$ cat config.mk
export PLATFORM = sky130hd
export DESIGN_NAME = ofm_writeback
export DESIGN_NICKNAME = d
export VERILOG_FILES = /design/src/rtl/ofm_writeback.sv
export SDC_FILE = /design/constraint.sdc
export NUM_CORES = 1
export LEC_CHECK = 0
export CORE_AREA = 8 8 302 304
export DETAILED_ROUTE_END_ITERATION = 7
export DIE_AREA = 0 0 310 312
export SYNTH_ARGS = -nofsm -noshare
export SYNTH_HDL_FRONTEND = slang
export SYNTH_SLANG_ARGS = --single-unit
$ cat constraint.sdc
create_clock -name clk -period 2.2 [get_ports clk]
set_input_delay 0.33 -clock clk [delete_from_list [all_inputs] [get_ports clk]]
set_output_delay 0.33 -clock clk [all_outputs]
set_load 0.02 [all_outputs]
$ cat src/rtl/ofm_writeback.sv
// Output-feature-map writeback: quantizes systolic-array rows and writes them to output memory.
// Optional build macro OFM_RELU_EN clamps negative accumulators to zero before quantization.
module ofm_writeback #(
  parameter int SYSTOLIC_SIZE = 16,
  parameter int ACC_WIDTH     = 32,
  parameter int DATA_WIDTH    = 16,
  parameter int SHIFT         = 8,
  parameter int NO_TILE       = 64,
  parameter int NO_GROUP      = 1,
  parameter int ADDR_WIDTH    = 16,
  parameter int GROUP_STRIDE  = 1024
) (
  input  logic                                clk,
  input  logic                                rst_n,
  input  logic                                start,
  input  logic                                write_out_en,
  input  logic [SYSTOLIC_SIZE*ACC_WIDTH-1:0]  data_in,
  output logic                                mem_we,
  output logic [ADDR_WIDTH-1:0]               mem_addr,
  output logic [SYSTOLIC_SIZE*DATA_WIDTH-1:0] mem_wdata,
  output logic                                busy,
  output logic                                wb_done
);

  localparam int BW = (SYSTOLIC_SIZE > 1) ? $clog2(SYSTOLIC_SIZE) : 1;
  localparam int TW = (NO_TILE > 1) ? $clog2(NO_TILE) : 1;
  localparam int GW = (NO_GROUP > 1) ? $clog2(NO_GROUP) : 1;
  localparam logic [BW-1:0] BEAT_MAX  = BW'(SYSTOLIC_SIZE - 1);
  localparam logic [TW-1:0] TILE_MAX  = TW'(NO_TILE - 1);
  localparam logic [GW-1:0] GROUP_MAX = GW'(NO_GROUP - 1);
  localparam logic signed [ACC_WIDTH-1:0] SAT_MAX =
    ACC_WIDTH'((64'sd1 <<< (DATA_WIDTH - 1)) - 64'sd1);
  localparam logic signed [ACC_WIDTH-1:0] SAT_MIN = ~SAT_MAX;

  typedef enum logic [1:0] {IDLE = 2'd0, ACTIVE = 2'd1, FLUSH = 2'd2, DONE = 2'd3} state_t;

  state_t                              state, state_nx;
  logic [BW-1:0]                       beat_cnt;
  logic [TW-1:0]                       tile_cnt;
  logic [GW-1:0]                       group_cnt;
  logic                                stage1_valid;
  logic [ADDR_WIDTH-1:0]               stage1_addr;
  logic [SYSTOLIC_SIZE*DATA_WIDTH-1:0] stage1_data;
  logic                                accept;
  logic                                last_beat;
  logic [ADDR_WIDTH-1:0]               beat_addr;
  logic [SYSTOLIC_SIZE*DATA_WIDTH-1:0] quant;

  function automatic logic [DATA_WIDTH-1:0] quantize(input logic signed [ACC_WIDTH-1:0] acc);
    logic signed [ACC_WIDTH-1:0] v;
    v = acc;
`ifdef OFM_RELU_EN
    if (acc[ACC_WIDTH-1]) begin
      v = '0;
    end else begin
      v = acc;
    end
`endif
    v = v >>> SHIFT;
    if (v > SAT_MAX) begin
      v = SAT_MAX;
    end else if (v < SAT_MIN) begin
      v = SAT_MIN;
    end else begin
      v = v;
    end
    return v[DATA_WIDTH-1:0];
  endfunction

  // Beat acceptance, terminal-beat detection and row address of the current beat
  always_comb begin
    accept    = (state == ACTIVE) && write_out_en && !start;
    last_beat = accept && (beat_cnt == BEAT_MAX) && (tile_cnt == TILE_MAX) &&
                (group_cnt == GROUP_MAX);
    beat_addr = ADDR_WIDTH'(group_cnt) * ADDR_WIDTH'(GROUP_STRIDE) +
                ADDR_WIDTH'(tile_cnt) * ADDR_WIDTH'(SYSTOLIC_SIZE) + ADDR_WIDTH'(beat_cnt);
  end

  // Per-lane quantization of the incoming row
  always_comb begin
    quant = '0;
    for (int k = 0; k < SYSTOLIC_SIZE; k++) begin
      quant[k*DATA_WIDTH +: DATA_WIDTH] = quantize(data_in[k*ACC_WIDTH +: ACC_WIDTH]);
    end
  end

  // Next-state logic; start restarts a run from any busy state
  always_comb begin
    state_nx = state;
    case (state)
      IDLE:    state_nx = start ? ACTIVE : IDLE;
      ACTIVE:  begin
        if (start) begin
          state_nx = ACTIVE;
        end else if (last_beat) begin
          state_nx = FLUSH;
        end else begin
          state_nx = ACTIVE;
        end
      end
      FLUSH:   begin
        if (start) begin
          state_nx = ACTIVE;
        end else if (!stage1_valid) begin
          state_nx = DONE;
        end else begin
          state_nx = FLUSH;
        end
      end
      DONE:    state_nx = IDLE;
      default: state_nx = IDLE;
    endcase
  end

  // State register with registered status flags
  always_ff @(posedge clk) begin
    if (!rst_n) begin
      state   <= IDLE;
      busy    <= 1'b0;
      wb_done <= 1'b0;
    end else begin
      state   <= state_nx;
      busy    <= (state_nx == ACTIVE) || (state_nx == FLUSH);
      wb_done <= (state_nx == DONE);
    end
  end

  // Beat/tile/group counters, cleared by start
  always_ff @(posedge clk) begin
    if (!rst_n || start) begin
      beat_cnt  <= '0;
      tile_cnt  <= '0;
      group_cnt <= '0;
    end else if (accept) begin
      if (beat_cnt == BEAT_MAX) begin
        beat_cnt <= '0;
        if (tile_cnt == TILE_MAX) begin
          tile_cnt  <= '0;
          group_cnt <= (group_cnt == GROUP_MAX) ? '0 : group_cnt + GW'(1);
        end else begin
          tile_cnt <= tile_cnt + TW'(1);
        end
      end else begin
        beat_cnt <= beat_cnt + BW'(1);
      end
    end
  end

  // Two-stage write pipeline; start discards whatever is in flight
  always_ff @(posedge clk) begin
    if (!rst_n) begin
      stage1_valid <= 1'b0;
      stage1_addr  <= '0;
      stage1_data  <= '0;
      mem_we       <= 1'b0;
      mem_addr     <= '0;
      mem_wdata    <= '0;
    end else begin
      stage1_valid <= accept;
      if (accept) begin
        stage1_addr <= beat_addr;
        stage1_data <= quant;
      end
      mem_we <= stage1_valid && !start;
      if (stage1_valid && !start) begin
        mem_addr  <= stage1_addr;
        mem_wdata <= stage1_data;
      end
    end
  end

endmodule

==> flow_summary.json <==
{
  "finalSetupViolations": 0,
  "fp.dieW_um": 310,
  "drtIter0Drc": 988,
  "crit_buf_inv": 1,
  "cts.reportedPaths.clkPinSlew_ps": 60,
  "synth_edf_count": 0,
  "cp_top_family": "buffers and inverters",
  "ant_nets": 0,
  "post-dp-hpwl_mm": 59.5,
  "min_period_ps": 2110,
  "yosys-mux-area-fraction_pct": 0.0466,
  "nets": 3681,
  "ys_warn_count": 0,
  "synth_compound_area_share_pct": 27.0,
  "crit_chain": "clkdlybuf4s50_1",
  "antenna_found_initial": 10,
  "hp-class": "primary input to flip-flop",
  "postSynth.asyncResetShare_pct": 0,
  "start_util_pct": 24.9,
  "core_region_area_um2": 86200,
  "cts_resized": 0,
  "grt_pass1_wl_mm": 121,
  "synthFlopType": "dfxtp_1",
  "fin_worst_skew_ps": 25.1,
  "die_h_um": 312,
  "cts_tree": "built",
  "swShare_pct": 23.2,
  "row_count": 108,
  "final_util_pct": 37.1,
  "maxCapViolations": 0,
  "grt_setup_unrepaired": "no",
  "grt_overflow": 0,
  "slew_viol_final": 0,
  "p_clk_share_pct": 46.4,
  "pwr-share-comb_pct": 7.7,
  "cts_sinks": 548,
  "drtPass1Iterations": 5,
  "tightestPinTransition_ps": 1250,
  "layout-drive-gt1-share_pct": 7.15,
  "p_int_mw": 17.0,
  "cts-buffers-inserted": 66,
  "post-route-drc-count": 0,
  "die_area_um2": 96700,
  "root_buffer": "clkbuf_16",
  "path_class": "flip-flop to output port",
  "drt-total-wl_mm": 80.7,
  "post_cts_buffers": 0,
  "place_congestion": 0.829,
  "timing.critical_path.slowest_cell_delay_ps": 810,
  "grt_use_met1_pct": 19.3,
  "power_leakage_nw": 10.4,
  "start_kind": "flip-flop",
  "slew_headroom_pct": 16.5,
  "ys_types": 38,
  "grt_use_met2_pct": 26.1,
  "ctsLongestPathBuffers": 3,
  "arrival_ps": 1780,
  "syn_to_final_growth_pct": 49.1,
  "synth-seq-cells": 548,
  "fill_cells": 8960,
  "fin_crit_sh_pct": 95.9,
  "synthSimpleGateAreaFrac_pct": 17.3,
  "htree_num_levels": 3,
  "grt_pass1_vias": 19694,
  "grt_start_max_net_pins": 112,
  "synth_area_um2": 21500,
  "required_ps": 1870,
  "synth_xor_area_share_pct": 0.204,
  "worst_hold_slack_ps": 154,
  "via_per_inst": 4.58,
  "synthCells": 2517,
  "io_pins": 791,
  "grtUsageMet3_pct": 5.65,
  "worstSetupEndpointType": "output port",
  "power_frac_seq_pct": 45.9,
  "clkLatencyLatePin_ps": 580,
  "crit_slowest_cell": "clkdlybuf4s50_1",
  "post-place-ws_ps": -166,
  "wire_per_inst_um": 18.5,
  "portBuffers": 656,
  "hold_buffers": 0,
  "routed-via-count": 19982,
  "fmax_mhz": 474,
  "busiest_layer": "met2",
  "ys_seq_area_share_pct": 51.1,
  "ir_drop_mv": 0.443,
  "synth_fa_ha_area_share_pct": 0.175,
  "hold_viol": 0,
  "powerDensity_nw_per_um2": 689,
  "crit_fanout": 2,
  "outcome": "complete, no violations",
  "synth_top_family_by_area": "compound AO/OA/AOI/OAI gates",
  "power_switching_mw": 5.11,
  "fin_ws_ps": 89.3,
  "grtUsageTotal_pct": 15.8,
  "syn_area_per_cell_um2": 8.53,
  "r2r_slack_ps": 230
}
## metal layers
layer	routed length, um	vias up
met5	27	-
met4	1900	4
met3	7500	96
met2	37200	613
met1	34000	9336
li1	-	9933
## path summary, 6_finish.rpt
kind,start,to,cells past startpoint
worst max register to register,state[0]$_SDFF_PN0_,stage1_data[41]$_SDFFE_PN0P_,4
worst min register to register,stage1_data[25]$_SDFFE_PN0P_,mem_wdata[25]$_SDFFE_PN0P_,2
worst max-delay path,mem_wdata[255]$_SDFFE_PN0P_,mem_wdata[255],1
worst min-delay path,rst_n,mem_addr[0]$_SDFFE_PN0P_,2
## registers in the layout, indices dropped and copies added, names as in the netlist
| signal | cells |
|---|---|
| beat_cnt | 4 |
| busy | 1 |
| mem_addr | 10 |
| mem_wdata | 256 |
| mem_we | 1 |
| stage1_addr | 10 |
| stage1_data | 256 |
| stage1_valid | 1 |
| state | 2 |
| tile_cnt | 6 |
| wb_done | 1 |
## cells by family (layout without fill, tap and decap cells)
group / after synthesis / count (layout)
compound gates: 815 / 815
xor+xnor: 5 / 5
mux: 1 / 1
fa+ha+maj: 3 / 3
simple gates: 930 / 930
other cells: 1 / 12
buf+inv: 214 / 894
flops: 548 / 548
## Yosys cell counts, drive strengths merged (2+ instances only)
cell	instances	share of area (%)
a21boi	486	17
nand3	5	0.12
and2	6	0.17
nand2b	3	0.087
nor3	2	0.047
a21oi	67	1.6
dfxtp	548	51
o211ai	195	6.8
buf	57	1.4
clkbuf	156	2.7
nor4	33	0.96
xor2	4	0.16
nor2	14	0.24
a21o	2	0.070
nand2	826	14
ha	3	0.17
nand4	33	0.96
o21ai	61	1.4
## cell type report
cell class	instances	area, um2	share of cell area, %
clock inverter	13	123	0.383
clock buffer	95	1880	5.88
sequential	548	11000	34.3
timing repair buffer	785	7880	24.6
tap	1155	1450	4.52
multi-input combinational	1760	9690	30.3
inverter	1	3.75	0.0117
antenna	6	15.0	0.0469
## placed cells by master (no fill, tap or decap), drive strengths merged, types with 2 or more instances in the layout
| master | netlist | final |
|---|---|---|
| nor2 | 14 | 14 |
| nor3 | 2 | 2 |
| ha | 3 | 3 |
| dfxtp | 548 | 548 |
| inv | 1 | 4 |
| clkinv | 0 | 9 |
| nand4 | 33 | 33 |
| a21o | 2 | 2 |
| nand2b | 3 | 3 |
| conb | 1 | 6 |
| and2 | 6 | 6 |
| nor4 | 33 | 33 |
| a21oi | 67 | 67 |
| o21ai | 61 | 61 |
| o211ai | 195 | 195 |
| nand2 | 826 | 826 |
| clkdlybuf4s50 | 0 | 655 |
| nand3 | 5 | 5 |
| a21boi | 486 | 486 |
| buf | 57 | 130 |
| clkbuf | 156 | 95 |
| diode | 0 | 6 |
| xor2 | 4 | 4 |
## power by group through the flow
stage               Sequential, mW  Combinational, mW  Clock, mW
CTS                           10.1               1.72       10.6
global placement              10.3               1.71          0
floorplan                     10.3              0.606          0
detailed placement            10.3               1.71          0
finish                        10.1               1.70       10.2
global route                  10.1               1.84       11.0
## per-stage QoR
step / area (um2) / setup TNS [ps] / power (mW) / instances
after floorplan: 21500 / 0 / 10.9 / 2522
final: 32000 / 0 / 22.1 / 4363
after CTS: 32000 / 0 / 22.4 / 4357
after global routing: 32000 / 0 / 23.0 / 4358
after global placement: 30000 / -4680 / 12.0 / 4249
after detailed placement: 30000 / -11060 / 12.0 / 4249
(Power assumes the default switching activity.)
